File: src/rtl/pipeline_sequencer.sv
// Pipeline hazard and memory-wait sequencer.
// Combinational operand forwarding plus a small FSM that freezes the pipe while
// data memory is busy and latches a sticky error if the access never completes.
//
// state    | meaning
// ---------+-----------------------------------------------------------------
// RUN      | normal flow: load-use stall and branch flush rules apply
// MEM_WAIT | data access outstanding: F/D/E/M held, bubble into W
// ERROR    | access timed out: pipe frozen, mem_err set, exit by reset only
module pipeline_sequencer #(
    parameter int MEM_TIMEOUT = 16,
    parameter int CNT_W       = 16
) (
    input  logic             clk,
    input  logic             rst_n,
    input  logic [4:0]       rs1_d,
    input  logic [4:0]       rs2_d,
    input  logic [4:0]       rs1_e,
    input  logic [4:0]       rs2_e,
    input  logic [4:0]       rd_e,
    input  logic [1:0]       result_src_e,
    input  logic             pcsrc_e,
    input  logic [4:0]       rd_m,
    input  logic             regwrite_m,
    input  logic [4:0]       rd_w,
    input  logic             regwrite_w,
    input  logic             mem_req_m,
    input  logic             mem_ready,
    output logic [1:0]       forward_a_e,
    output logic [1:0]       forward_b_e,
    output logic             stall_f,
    output logic             stall_d,
    output logic             stall_e,
    output logic             stall_m,
    output logic             flush_d,
    output logic             flush_e,
    output logic             flush_w,
    output logic             mem_err,
    output logic [CNT_W-1:0] stall_cycles
);

    localparam logic [1:0] S_RUN      = 2'd0;
    localparam logic [1:0] S_MEM_WAIT = 2'd1;
    localparam logic [1:0] S_ERROR    = 2'd2;

    localparam int TO_W = $clog2(MEM_TIMEOUT + 1);
    localparam logic [TO_W-1:0] TO_LAST = TO_W'(MEM_TIMEOUT - 1);

    logic [1:0]      state;
    logic [1:0]      state_next;
    logic [TO_W-1:0] to_cnt;
    logic [TO_W-1:0] to_cnt_next;
    logic            load_use;
    logic            mem_wait_start;

    // Forwarding depends only on pipeline register fields, never on mem_ready.
    always_comb begin
        forward_a_e = 2'b00;
        if (regwrite_m && (rd_m != 5'd0) && (rd_m == rs1_e))
            forward_a_e = 2'b10;
        else if (regwrite_w && (rd_w != 5'd0) && (rd_w == rs1_e))
            forward_a_e = 2'b01;
    end

    // Same selection for the second execute operand.
    always_comb begin
        forward_b_e = 2'b00;
        if (regwrite_m && (rd_m != 5'd0) && (rd_m == rs2_e))
            forward_b_e = 2'b10;
        else if (regwrite_w && (rd_w != 5'd0) && (rd_w == rs2_e))
            forward_b_e = 2'b01;
    end

    assign load_use = (result_src_e == 2'b01) && (rd_e != 5'd0) &&
                      ((rd_e == rs1_d) || (rd_e == rs2_d));

    // The cycle that discovers the stall already freezes the pipe.
    assign mem_wait_start = (state == S_RUN) && mem_req_m && !mem_ready;

    // Next-state and timeout counter. The triggering RUN cycle counts as the
    // first waited cycle, so the counter enters MEM_WAIT holding 1.
    always_comb begin
        state_next  = state;
        to_cnt_next = to_cnt;
        case (state)
            S_RUN: begin
                if (mem_wait_start) begin
                    to_cnt_next = TO_W'(1);
                    state_next  = (MEM_TIMEOUT <= 1) ? S_ERROR : S_MEM_WAIT;
                end
            end
            S_MEM_WAIT: begin
                if (mem_ready) begin
                    state_next  = S_RUN;
                    to_cnt_next = '0;
                end else if (to_cnt >= TO_LAST) begin
                    state_next = S_ERROR;
                end else begin
                    to_cnt_next = to_cnt + TO_W'(1);
                end
            end
            S_ERROR: state_next = S_ERROR;
            default: begin
                state_next  = S_RUN;
                to_cnt_next = '0;
            end
        endcase
    end

    // State, timeout counter and sticky error flag.
    always_ff @(posedge clk or negedge rst_n) begin
        if (!rst_n) begin
            state   <= S_RUN;
            to_cnt  <= '0;
            mem_err <= 1'b0;
        end else begin
            state  <= state_next;
            to_cnt <= to_cnt_next;
            if (state_next == S_ERROR)
                mem_err <= 1'b1;
        end
    end

    // Stage controls. A memory wait overrides everything; in RUN a load-use
    // stall and a branch flush may combine. A branch seen during a wait stays
    // parked in execute (stall_e) and flushes on the first RUN cycle.
    always_comb begin
        stall_f = 1'b0;
        stall_d = 1'b0;
        stall_e = 1'b0;
        stall_m = 1'b0;
        flush_d = 1'b0;
        flush_e = 1'b0;
        flush_w = 1'b0;
        if (rst_n) begin
            if ((state != S_RUN) || mem_wait_start) begin
                stall_f = 1'b1;
                stall_d = 1'b1;
                stall_e = 1'b1;
                stall_m = 1'b1;
                flush_w = 1'b1;
            end else begin
                stall_f = load_use;
                stall_d = load_use;
                flush_e = load_use | pcsrc_e;
                flush_d = pcsrc_e;
            end
        end
    end

    // Saturating count of fetch-stall cycles.
    always_ff @(posedge clk or negedge rst_n) begin
        if (!rst_n)
            stall_cycles <= '0;
        else if (stall_f && (stall_cycles != {CNT_W{1'b1}}))
            stall_cycles <= stall_cycles + CNT_W'(1);
    end

endmodule

File: config.mk
export PLATFORM = sky130hd
export DESIGN_NAME = pipeline_sequencer
export DESIGN_NICKNAME = d
export VERILOG_FILES = /design/src/rtl/pipeline_sequencer.sv
export SDC_FILE = /design/constraint.sdc
export NUM_CORES = 1
export LEC_CHECK = 0
export ABC_AREA = 1
export CAP_MARGIN = 20
export CORE_MARGIN = 2
export CORE_UTILIZATION = 40
export CTS_BUF_LIST = sky130_fd_sc_hd__clkbuf_16
export CTS_CLUSTER_DIAMETER = 80
export DETAILED_ROUTE_END_ITERATION = 8
export DONT_BUFFER_PORTS = 1
export GPL_TIMING_DRIVEN = 0
export PLACE_DENSITY = 0.65
export SETUP_SLACK_MARGIN = 0.4
export SLEW_MARGIN = 20
export SYNTH_ARGS = -nofsm -noshare
export SYNTH_HDL_FRONTEND = slang
export SYNTH_SLANG_ARGS = --single-unit
File: constraint.sdc
create_clock -name clk -period 3.69 [get_ports clk]
set_input_delay 0.738 -clock clk [delete_from_list [all_inputs] [get_ports clk]]
set_output_delay 0.738 -clock clk [all_outputs]
set_load 0.005 [all_outputs]
==> flow_metrics.env <==
export IMPL_groute_usage_overall=0.1566
export IMPL_synth_area_leaders="dfrtp_1, nand2_1, nand3_1, xnor2_1, xor2_1"
export IMPL_r2r_end="stall_cycles[3]$_DFFE_PN0P_"
export IMPL_synth_top_cell_area_share=0.3077
export IMPL_fin_util=0.4477
export IMPL_place_gp_congestion=0.8058
export IMPL_startpoint="state[1]$_DFF_PN0_"
export IMPL_ir_drop_v=0.0001977
export IMPL_finalClockSkew_ns=0.004333
export IMPL_dp_hpwl_mm=3.539
export IMPL_die_height_um=73.86
export IMPL_synth_area_um2=1952
export IMPL_syn2layout_area_growth_pct=8.333
export IMPL_top_layer_used="met4"
export IMPL_grt_pass1_vias=1542
export IMPL_postCtsSetupRepairBufs=0
export IMPL_clockBufferDepth=2
export IMPL_end_kind="output pin"
export IMPL_fmax_ghz=0.3688
export IMPL_drt_iter0_drc=65
export IMPL_syn_nets=332
export IMPL_drcViolationCount=0
export IMPL_r2r_slack_ns=1.79
export IMPL_diodes=0
export IMPL_ant_nets=0
export IMPL_outcome="complete, no violations"
export IMPL_vias_per_cell=4.947
export IMPL_cp_max_fo=11
export IMPL_ys_types=27
export IMPL_overflow=0
export IMPL_ys_seq_area_frac=0.3077
export IMPL_r2r_start="stall_cycles[0]$_DFFE_PN0P_"
export IMPL_cts_tree="yes"
export IMPL_vias=1761
export IMPL_layout_drive_gt1_share=0.08304
export IMPL_ys_warn_count=0
export IMPL_drt_total_wl_mm=4.470
export IMPL_wl_met1_mm=1.936
export IMPL_coreArea_um2=4723
export IMPL_hold_buffers=0
export IMPL_maxCapViolCount=0
export IMPL_slew_headroom=0.5650
export IMPL_leakage_nw=1.044
export IMPL_grt_pass1_wl_mm=6.630
export IMPL_h_tree_depth=1
export IMPL_root_buffer="clkbuf_16"
export IMPL_route_met3_wl_um=461
export IMPL_cts_sinks=24
export IMPL_setup_slack_ns=0.9786
export IMPL_dieArea_um2=5455
export IMPL_critPathKind="flip-flop to output pin"
export IMPL_ys_ff_latch=24
export IMPL_maxSlewViolCount=0
export IMPL_power_mw=0.7345
export IMPL_min_period_ns=2.711
export IMPL_num_nets_final=337
export IMPL_cp_arrival_ns=1.97
export IMPL_wl_met2_mm=1.988
export IMPL_row_count=25
export IMPL_worstPathRequired_ns=2.95
export IMPL_p_per_area_nw_per_um2=347.3
export IMPL_syn_inst=285
export IMPL_tns_ns=0
export IMPL_stdcell_count=356
export IMPL_synth_top_area_cell="dfrtp_1"
export IMPL_dp_cells=352
export IMPL_rsz0062_at_grt="false"
export IMPL_routedWlPerCell_um=12.56
export IMPL_path_clk_slew_ns=0.06
export IMPL_synth_area_per_cell_um2=6.849
export IMPL_setup_viol=0
export IMPL_io_buffers=0
export IMPL_io_pins=72
export IMPL_grt_start_max_net_pins=28
export IMPL_cts_buffers=3
export IMPL_hold_viol=0
export IMPL_clkLatencyLatePin_ns=0.25
export IMPL_start_kind="flip-flop"
export IMPL_drt_pre_antenna_iters=4
export IMPL_dp_slack_ns=1.008
export IMPL_rr_worst_depth=10
export IMPL_final_period_utilization=0.7348
export IMPL_chipWidth_um=73.86
export IMPL_cp_endpoint="stall_f"
export IMPL_antenna_found_initial=0
export IMPL_start_util=0.4132
export IMPL_hold_class="primary input to asynchronous set/reset pin"
export IMPL_postCtsResizedCells=0
export IMPL_tightest_slew_ns=0.6465
## placed cells by master (no fill, tap or decap), types with 4 or more instances in the layout
cell type,synthesis,routed
nand2_1,86,86
xor2_1,17,17
inv_2,6,6
nand3_1,32,32
dfrtp_1,24,24
inv_1,30,30
nand4_1,6,6
xnor2_1,18,18
nor2_1,29,29
nor3_1,6,6
nor4_1,4,4
## worst max-delay path, cell delays in order (launching register included)
cell and delay [ns]:
dfrtp_1 0.41, nor2_1 0.13, nand3_1 0.14, nand2_1 0.19
nand2_1 0.12, nand2_2 0.25, buf_2 0.32, buf_4 0.16
## worst min-delay path by stage
stage	start	to	slack (ns)	cells past startpoint
floorplan	rst_n	mem_err$_DFFE_PN0N_	0.44	0
global placement	rst_n	mem_err$_DFFE_PN0N_	0.44	0
detailed placement	rst_n	stall_cycles[2]$_DFFE_PN0P_	0.44	0
CTS	rst_n	stall_cycles[0]$_DFFE_PN0P_	0.16	0
global route	rst_n	mem_err$_DFFE_PN0N_	0.16	0
finish	rst_n	stall_cycles[2]$_DFFE_PN0P_	0.18	0
## through the flow
| step | hold slack [ns] | area (um2) |
|---|---|---|
| after floorplan | 0.4424 | 1952 |
| after global placement | 0.4432 | 2036 |
| after detailed placement | 0.4431 | 2036 |
| after CTS | 0.1647 | 2115 |
| after global routing | 0.1637 | 2115 |
| final | 0.1765 | 2115 |
## layout make-up
type	count	area [um2]
fillers	490	2609
multi-input cells	217	1146
flip-flops and latches	24	600.6
inverters	36	135.1
well taps	67	83.83
clock buffers	3	75.07
plain buffers	8	70.07
clock inverters	1	3.754
## Yosys cell counts, drive strengths merged
cell    number
nor4         4
a21oi        4
dfrtp       24
nor3         7
nand3       32
or2          2
xnor2       18
nand4        6
nand2b       1
o21ai        5
nor2        30
nand2       88
inv         36
ha           3
xor2        17
buf          8
## state kept, by name, indices dropped and copies added, names as in the netlist
name and count:
stall_cycles 16, to_cnt 5, state 2, mem_err 1
## report_power, final
part	internal, mW	total [mW]	switching [mW]
Combinational	0.0737	0.171	0.0969
Clock	0.145	0.232	0.0871
Sequential	0.292	0.332	0.0401
Total	0.510	0.734	0.224
## logic make-up after synthesis
kind of cell	after synthesis	share of synthesized area
buffers and inverters	44	0.1051
adders and majority gates	3	0.01923
AOI/OAI and AO/OA	9	0.02500
DFF	24	0.3077
and+or+nand+nor	170	0.3859
xor gates and xnor gates	35	0.1570
## layer usage
layer	vias up	global-route usage
li1	905	-
met1	780	0.1878
met4	0	0.05859
met3	4	0.04252
met5	-	0
met2	72	0.2659
No activity file was read; power rests on OpenSTA's default activity.
